File: src/rtl/mem_port_arbiter.sv
// Arbiter sharing one single-port, variable-latency memory between instruction fetch and
// the MEM-stage data port. Data has priority; IF is forced through after a bounded DM streak.
module mem_port_arbiter #(
    parameter int MAX_DM_STREAK = 4,
    parameter int TIMEOUT       = 255
) (
    input  logic        clk,
    input  logic        rst_n,
    input  logic        if_req,
    input  logic [31:0] if_addr,
    output logic [31:0] if_rdata,
    output logic        if_done,
    input  logic        dm_read,
    input  logic        dm_write,
    input  logic [31:0] dm_addr,
    input  logic [31:0] dm_wdata,
    output logic [31:0] dm_rdata,
    output logic        dm_done,
    output logic        mem_req,
    output logic        mem_we,
    output logic [31:0] mem_addr,
    output logic [31:0] mem_wdata,
    input  logic [31:0] mem_rdata,
    input  logic        mem_ready,
    output logic        StallF,
    output logic        StallM,
    output logic        bus_err
);

    localparam int          STREAK_W = $clog2(MAX_DM_STREAK + 1);
    localparam int          TMO_W    = $clog2(TIMEOUT + 1);
    localparam logic [31:0] ERR_WORD = 32'hDEADBEEF;

    typedef enum logic [2:0] {
        IDLE,
        SERVE_DM,
        SERVE_IF,
        DONE_DM,
        DONE_IF
    } state_t;

    state_t              state_q, state_d;
    logic [STREAK_W-1:0] streak_q, streak_d;
    logic [TMO_W-1:0]    tmo_q, tmo_d;

    logic        mem_req_d, mem_we_d;
    logic [31:0] mem_addr_d, mem_wdata_d;
    logic        if_done_d, dm_done_d;
    logic [31:0] if_rdata_d, dm_rdata_d;
    logic        bus_err_d;

    logic dm_pend;
    logic if_forced;
    logic tmo_hit;

    assign dm_pend   = dm_read | dm_write;
    assign if_forced = if_req && (streak_q == STREAK_W'(MAX_DM_STREAK));
    assign tmo_hit   = (tmo_q == TMO_W'(TIMEOUT - 1));

    // Stalls must react in the same cycle the request appears, so they bypass the registers.
    assign StallM = dm_pend & (state_q != DONE_DM);
    assign StallF = StallM | (if_req & (state_q != DONE_IF));

    always_comb begin
        // NOTE: every signal gets a default before the case so no path leaves one unassigned,
        // which would otherwise infer a latch.
        state_d     = state_q;
        streak_d    = streak_q;
        tmo_d       = tmo_q;
        mem_req_d   = mem_req;
        mem_we_d    = mem_we;
        mem_addr_d  = mem_addr;
        mem_wdata_d = mem_wdata;
        if_done_d   = 1'b0;
        dm_done_d   = 1'b0;
        if_rdata_d  = if_rdata;
        dm_rdata_d  = dm_rdata;
        bus_err_d   = bus_err;

        unique case (state_q)
            IDLE: begin
                if (dm_pend && !if_forced) begin
                    state_d     = SERVE_DM;
                    mem_req_d   = 1'b1;
                    mem_we_d    = dm_write;
                    mem_addr_d  = dm_addr;
                    mem_wdata_d = dm_wdata;
                    tmo_d       = '0;
                    if (!if_req)
                        streak_d = '0;
                    else if (streak_q != STREAK_W'(MAX_DM_STREAK))
                        streak_d = streak_q + 1'b1;
                end else if (if_req) begin
                    state_d    = SERVE_IF;
                    mem_req_d  = 1'b1;
                    mem_we_d   = 1'b0;
                    mem_addr_d = if_addr;
                    tmo_d      = '0;
                    streak_d   = '0;
                end
            end

            SERVE_DM: begin
                if (mem_ready) begin
                    state_d   = DONE_DM;
                    mem_req_d = 1'b0;
                    dm_done_d = 1'b1;
                    if (!mem_we)
                        dm_rdata_d = mem_rdata;
                end else if (tmo_hit) begin
                    state_d    = DONE_DM;
                    mem_req_d  = 1'b0;
                    dm_done_d  = 1'b1;
                    dm_rdata_d = ERR_WORD;
                    bus_err_d  = 1'b1;
                end else begin
                    tmo_d = tmo_q + 1'b1;
                end
            end

            SERVE_IF: begin
                if (mem_ready) begin
                    state_d    = DONE_IF;
                    mem_req_d  = 1'b0;
                    if_done_d  = 1'b1;
                    if_rdata_d = mem_rdata;
                end else if (tmo_hit) begin
                    state_d    = DONE_IF;
                    mem_req_d  = 1'b0;
                    if_done_d  = 1'b1;
                    if_rdata_d = ERR_WORD;
                    bus_err_d  = 1'b1;
                end else begin
                    tmo_d = tmo_q + 1'b1;
                end
            end

            // The pipeline advances at the end of DONE, so no grant is made here.
            DONE_DM, DONE_IF: state_d = IDLE;

            default: state_d = IDLE;
        endcase
    end

    always_ff @(posedge clk) begin
        if (!rst_n) begin
            state_q   <= IDLE;
            streak_q  <= '0;
            tmo_q     <= '0;
            mem_req   <= 1'b0;
            mem_we    <= 1'b0;
            mem_addr  <= '0;
            mem_wdata <= '0;
            if_done   <= 1'b0;
            dm_done   <= 1'b0;
            if_rdata  <= '0;
            dm_rdata  <= '0;
            bus_err   <= 1'b0;
        end else begin
            // NOTE: non-blocking assignments so every register samples pre-edge values.
            state_q   <= state_d;
            streak_q  <= streak_d;
            tmo_q     <= tmo_d;
            mem_req   <= mem_req_d;
            mem_we    <= mem_we_d;
            mem_addr  <= mem_addr_d;
            mem_wdata <= mem_wdata_d;
            if_done   <= if_done_d;
            dm_done   <= dm_done_d;
            if_rdata  <= if_rdata_d;
            dm_rdata  <= dm_rdata_d;
            bus_err   <= bus_err_d;
        end
    end

endmodule

File: config.mk
export PLATFORM = sky130hd
export DESIGN_NAME = mem_port_arbiter
export DESIGN_NICKNAME = d
export VERILOG_FILES = /design/src/rtl/mem_port_arbiter.sv
export SDC_FILE = /design/constraint.sdc
export NUM_CORES = 1
export LEC_CHECK = 0
export ABC_CLOCK_PERIOD_IN_PS = 2000
export CORE_ASPECT_RATIO = 0.9
export CORE_MARGIN = 3
export CORE_UTILIZATION = 37
export CTS_BUF_LIST = sky130_fd_sc_hd__clkbuf_8 sky130_fd_sc_hd__clkbuf_16
export CTS_CLUSTER_DIAMETER = 80
export DETAILED_ROUTE_END_ITERATION = 10
export HOLD_SLACK_MARGIN = 0.05
export PLACE_DENSITY = 0.8
export SYNTH_ARGS = -nofsm -noshare
export SYNTH_HDL_FRONTEND = slang
export SYNTH_SLANG_ARGS = --single-unit
File: constraint.sdc
create_clock -name clk -period 2 [get_ports clk]
set_clock_uncertainty 0.15 [all_clocks]
set_input_delay 0.5 -clock clk [delete_from_list [all_inputs] [get_ports clk]]
set_output_delay 0.5 -clock clk [all_outputs]
set_load 0.05 [all_outputs]
==> flow_metrics.py, run 1 <==
metrics = {
    "outcome": {
        "status": "finished, violations left",
        "violations": "setup timing",
    },
    "placed_design": {
        "portBuffers": 268,
        "hpwl_um": 12090,
        "place_inst": 1033,
        "gp_congestion": 0.7624,
        "pre_cts_slack_ns": -0.4331,
    },
    "min_path": {
        "hp-start": "rst_n",
        "hold_class": "input port to flop",
    },
    "clocking": {
        "cts_root_buf": "clkbuf_16",
        "clk_latency_ns": 0.42,
        "cts_tree": "yes",
        "htreeDepth": 4,
        "postCtsHoldBufs": 0,
        "clkTransAtPathRegs_ns": 0.06,
        "cts_buffers": 17,
        "cts.path.max_buffers": 2,
        "cts_sinks": 147,
    },
    "die": {
        "die_w_um": 137.8,
        "dieArea_um2": 17160,
        "core-area_um2": 14980,
        "io_pins": 269,
        "row_count": 42,
        "die_height_um": 124.6,
        "start_util": 0.3860,
    },
    "pwr": {
        "irDropWorstVdd_uv": 688.8,
        "p_per_area_nw_per_um2": 1092,
        "p_leak_nw": 4.239,
    },
    "logic_synthesis": {
        "ys_warn_count": 0,
        "netlist_instances": 570,
        "yosysUniqueCellTypes": 48,
        "synth_top_area_frac": 0.5090,
        "async_flop_share": 0,
        "avgSynthCellArea_um2": 10.14,
        "synth_ff_type": "dfxtp_1",
        "ys_ff_latch": 147,
        "synth_area_leaders": "dfxtp_1 51%, o221a_2 9.3%, nand2_1 8.0%",
        "synth.most_common_cell": "dfxtp_1",
        "netlist_area_um2": 5782,
        "synth_top_area_cell": "dfxtp_1",
        "synth_edf_count": 0,
        "synthTopCellsByCount": "147 x dfxtp_1, 123 x nand2_1, 48 x o221a_2",
        "seq_area_frac_synth": 0.5090,
        "synth_nets": 708,
    },
    "sta": {
        "whs_ns": 0.2417,
        "fin_setup_tns_ns": -0.02568,
        "period_share": 1.013,
        "maxSlewHeadroom": 0.7145,
        "fmax_ghz": 0.4937,
        "rsz0062_at_grt": "yes",
        "setup_ws_ns": -0.02568,
        "report.final.slew_viol_count": 0,
        "finalHoldViolations": 0,
        "min_period_ns": 2.026,
        "tightest_slew_ns": 0.4274,
        "setup_violations": 1,
    },
    "critical_path": {
        "crit_required_ns": 1.35,
        "endpoint_kind": "output port",
        "regToRegStartpoint": "tmo_q[0]",
        "crit_path_start": "dm_write",
        "worst_setup_path_start_kind": "input port",
        "cp.arrival_ns": 1.38,
        "cp_max_fo": 2,
        "worstSetupPathType": "input port to output port",
    },
    "grt": {
        "grt_max_degree": 54,
        "overflow": 0,
        "grt_pass1_vias": 5169,
        "grt.total_usage": 0.1921,
        "antenna_found_initial": 0,
        "grt_pass1_wl_um": 26490,
    },
    "finish": {
        "instances_no_fill": 1074,
        "insertedDiodeCount": 0,
        "drive_above_1_share": 0.3413,
        "syn_to_final_growth_pct": 64.36,
        "nets": 1001,
    },
    "run": {
        "cap_violations": 0,
    },
    "routing": {
        "vias": 5448,
        "avgViaCountPerCell": 5.073,
        "antenna_left": 0,
        "dr.pass1.iters": 4,
        "drt-initial-drc-count": 275,
        "routed_wl_um": 17490,
        "drc": 0,
        "avgRoutedWirePerCell_um": 16.29,
    },
}
==> routing by layer <==
metal | part of all wire | vias up | GRT usage
met5 | 0 | - | 0
met4 | 0.017 | 0 | 0.06043
met3 | 0.074 | 23 | 0.06139
met2 | 0.48 | 190 | 0.3045
met1 | 0.43 | 2569 | 0.2480
li1 | - | 2666 | -
==> final cells by class <==
type | count | area (um^2)
fillers | 1169 | 5474
repair buffers | 323 | 2960
flip-flops and latches | 147 | 2953
multi-input cells | 369 | 2710
clock buffers | 17 | 425.4
well taps | 198 | 247.7
clock inverters | 15 | 187.7
inverters | 5 | 18.77
==> placed cells by master (no fill, tap or decap), types with 13 or more instances in the layout <==
cell type,Yosys,routed
a21boi_1,31,32
buf_4,2,170
clkbuf_16,0,19
clkdlybuf4s50_1,0,129
dfxtp_1,147,141
mux2i_1,32,32
nand2_1,123,123
nor2b_1,13,13
o211a_1,32,32
o221a_2,48,48
==> registers in the layout, indices dropped and copies added, names as in the netlist, 3 cells and up <==
| register | count |
|---|---|
| state_q | 3 |
| if_rdata | 32 |
| mem_wdata | 32 |
| streak_q | 3 |
| mem_addr | 32 |
| dm_rdata | 32 |
| tmo_q | 8 |
==> worst max-delay path: stages <==
cell,delay (ns)
clkdlybuf4s15_1,0.21
nor2_2,0.06
buf_4,0.15
a31oi_4,0.16
nand2b_4,0.15
buf_8,0.14
==> path summary, 6_finish.rpt <==
check                                     end  slack (ns)  cells past startpoint
worst max-delay path                   StallF       -0.03                      6
worst min-delay path               state_q[0]        0.24                      2
worst max register to register       tmo_q[5]        0.05                      8
worst min register to register  mem_wdata[14]        0.30                      2
==> metrics by stage <==
stage	power, mW	instance area [um^2]	util
floorplan	5.728	5799	-
global placement	7.003	8652	0.5777
detailed placement	7.038	8652	0.5777
CTS	10.37	9363	0.6251
global route	10.82	9503	0.6345
finish	10.38	9503	0.6345
==> power breakdown <==
group,internal (mW),switching [mW]
clock,1.90,1.36
combinational,1.40,2.21
sequential,3.30,0.200
==> logic make-up (layout without fill, tap and decap cells) <==
group           Yosys count  count (layout)  share of synthesized area
compound gates          159             159                     0.2510
xor+xnor                  3               3                   0.004545
fa+ha+maj                 4               4                   0.008656
buf+inv                  55             360                    0.04090
flops                   147             147                     0.5090
mux                      32              32                    0.05540
simple gates            170             171                     0.1305
==> repair_timing <==
action                     4_1_cts  5_1_grt
setup endpoints to repair       32       77
resized for setup               19       22
gates cloned                     0        3
setup buffers                    4        3
pin swaps                        3        6
(Power assumes the default switching activity.)
==> run 2: changes to the inputs <==
--- a/config.mk
+++ b/config.mk
@@ -10,7 +10,7 @@
 export CORE_MARGIN = 3
 export CORE_UTILIZATION = 37
 export CTS_BUF_LIST = sky130_fd_sc_hd__clkbuf_8 sky130_fd_sc_hd__clkbuf_16
-export CTS_CLUSTER_DIAMETER = 80
+export CTS_CLUSTER_DIAMETER = 100
 export DETAILED_ROUTE_END_ITERATION = 10
 export HOLD_SLACK_MARGIN = 0.05
 export PLACE_DENSITY = 0.8
==> results of run 2 <==
No change in the layout: final DEF, timing and power equal those of run 1.
==> run 3: changes to the inputs <==
--- a/config.mk
+++ b/config.mk
@@ -5,7 +5,7 @@
 export SDC_FILE = /design/constraint.sdc
 export NUM_CORES = 1
 export LEC_CHECK = 0
-export ABC_CLOCK_PERIOD_IN_PS = 2000
+export ABC_CLOCK_PERIOD_IN_PS = 1800
 export CORE_ASPECT_RATIO = 0.9
 export CORE_MARGIN = 3
 export CORE_UTILIZATION = 37
==> constraint.sdc (replaced) <==
create_clock -name clk -period 1.8 [get_ports clk]
set_clock_uncertainty 0.15 [all_clocks]
set_input_delay 0.45 -clock clk [delete_from_list [all_inputs] [get_ports clk]]
set_output_delay 0.45 -clock clk [all_outputs]
set_load 0.05 [all_outputs]
==> flow_metrics.py, run 3 (same netlist as run 1, synthesis figures left out) <==
metrics = {
    "outcome": {
        "status": "finished, violations left",
        "violations": "setup timing",
    },
    "grt": {
        "grt_pass1_vias": 5855,
        "overflow": 0,
        "antenna_found_initial": 0,
        "grt_pass1_wl_um": 31120,
        "grt_max_degree": 65,
        "grt.total_usage": 0.2322,
    },
    "sta": {
        "period_share": 1.168,
        "setup_violations": 143,
        "report.final.slew_viol_count": 0,
        "maxSlewHeadroom": 0.6566,
        "whs_ns": 0.2807,
        "min_period_ns": 2.103,
        "fmax_ghz": 0.4756,
        "setup_ws_ns": -0.3026,
        "tightest_slew_ns": 0.5150,
        "rsz0062_at_grt": "yes",
        "finalHoldViolations": 0,
    },
    "critical_path": {
        "slowest_stage": "dfxtp_2",
        "worstSetupPathType": "flop to output port",
        "endpoint_kind": "output port",
        "rr_endpoint": "tmo_q[5]",
        "cp_max_fo": 2,
        "cpMostUsedCell": "buf_6",
        "crit_path_start": "state_q[2]",
        "reg2reg_slack_ns": -0.28,
        "regToRegStartpoint": "state_q[2]",
        "crit_required_ns": 1.20,
        "cp.arrival_ns": 1.50,
        "path_cells": "buf_6 > inv_4 > buf_6 > a31oi_4 > nand2b_4 > buf_12",
        "ff2ff_path_depth": 8,
        "critPathMaxStageDelay_ns": 0.34,
        "worst_setup_path_start_kind": "flop",
    },
    "min_path": {
        "hp-start": "rst_n",
        "holdPathEnd": "mem_wdata[31]",
        "whs_path_depth": 2,
        "hold_class": "input port to flop",
    },
    "clocking": {
        "htreeDepth": 4,
        "cts_tree": "yes",
        "cts_root_buf": "clkbuf_16",
        "clkTransAtPathRegs_ns": 0.06,
        "cts_buffers": 17,
        "cts.path.max_buffers": 2,
        "clk_latency_ns": 0.43,
        "cts_sinks": 147,
    },
    "placed_design": {
        "gp_congestion": 0.7906,
        "portBuffers": 268,
        "place_area_um2": 10440,
        "hpwl_um": 14300,
    },
    "routing": {
        "dr.pass1.iters": 5,
        "vias": 5936,
        "avgViaCountPerCell": 5.372,
        "drc": 0,
        "avgRoutedWirePerCell_um": 21.96,
        "routed_wl_um": 24270,
        "antenna_left": 0,
        "drt-initial-drc-count": 289,
    },
    "die": {
        "die_height_um": 124.6,
        "start_util": 0.3860,
        "core-area_um2": 14980,
        "die_w_um": 137.8,
        "row_count": 42,
        "dieArea_um2": 17160,
        "io_pins": 269,
    },
    "finish": {
        "drive_above_1_share": 0.3936,
        "final_area_um2": 11920,
        "layout_commonest_cell": "buf_12",
        "most-common-layout-cells": "146 x buf_12, 142 x dfxtp_1, 130 x clkdlybuf4s50_1",
        "syn_to_final_growth_pct": 106.1,
        "insertedDiodeCount": 0,
        "nets": 1032,
    },
    "run": {
        "cap_violations": 0,
    },
    "pwr": {
        "irDropWorstVdd_uv": 802.9,
        "p_leak_nw": 5.054,
        "p_per_area_nw_per_um2": 1113,
    },
}
## run 3: cell types whose count changed in the layout (fill, tap and decap cells not counted), sizes merged
cell,previous run,this run
clkbuf,19,27
clkinvlp,1,4
dlygate4sd2,1,2
bufinv,2,1
buf,189,214
clkdlybuf4s50,129,130
inv,13,9
clkdlybuf4s15,2,0
## run 3: metrics by stage
stage	cells	power, mW	util	setup slack [ns]	setup TNS (ns)
4_1_cts	1082	12.63	0.7440	-0.3045	-8.711
5_1_grt	1105	13.69	0.7958	-0.3525	-18.88
3_3_place_gp	1045	8.994	0.6972	-0.6283	-68.49
3_5_place_dp	1045	9.087	0.6972	-0.6870	-72.01
6_report	1105	13.27	0.7958	-0.3026	-12.40
2_1_floorplan	570	6.417	-	-0.1230	-5.439
## run 3: layout make-up
| cell class | instances | area [um^2] |
|---|---|---|
| repair buffers | 354 | 5046 |
| well taps | 198 | 247.7 |
| clock inverters | 13 | 125.1 |
| fillers | 777 | 3058 |
| flip-flops and latches | 147 | 2952 |
| inverters | 5 | 21.27 |
| multi-input cells | 369 | 3074 |
| clock buffers | 19 | 452.9 |
## run 3: worst max-delay path by stage
stage / endpoint / slack [ns] / cells past startpoint
2_1_floorplan: mem_wdata[10] / -0.12 / 9
3_3_place_gp: if_rdata[28] / -0.63 / 4
3_5_place_dp: if_rdata[6] / -0.69 / 4
4_1_cts: StallF / -0.30 / 4
5_1_grt: StallF / -0.35 / 6
6_report: StallF / -0.30 / 6
## run 3: worst max-delay path, delay by kind of cell (launching register included)
| family | cells | cell delay (ns) |
|---|---|---|
| AOI/OAI and AO/OA | 1 | 0.16 |
| buffers and inverters | 4 | 0.40 |
| DFF | 1 | 0.34 |
| and+or+nand+nor | 1 | 0.17 |
## run 3: timing repair
item	4_1_cts	5_1_grt
gates resized for setup	23	78
hold endpoints to repair	0	0
cloned	0	12
pin swaps	17	35
hold buffers	0	0
buffers inserted	5	13
setup endpoints to repair	133	139
## run 3: where the power goes
part           total, mW  leakage (nW)  internal, mW  switching, mW
sequential          4.16          1.21          3.67          0.481
clock               3.50         0.274          2.00           1.51
combinational       5.61          3.57          2.84           2.78
total               13.3          5.05          8.51           4.76
## run 3: routing by layer
layer | vias up | global-route usage | part of all wire
li1 | 2727 | - | -
met2 | 288 | 0.3984 | 0.51
met5 | - | 0 | 0
met4 | 0 | 0.08425 | 0.034
met3 | 53 | 0.1082 | 0.10
met1 | 2868 | 0.2468 | 0.36
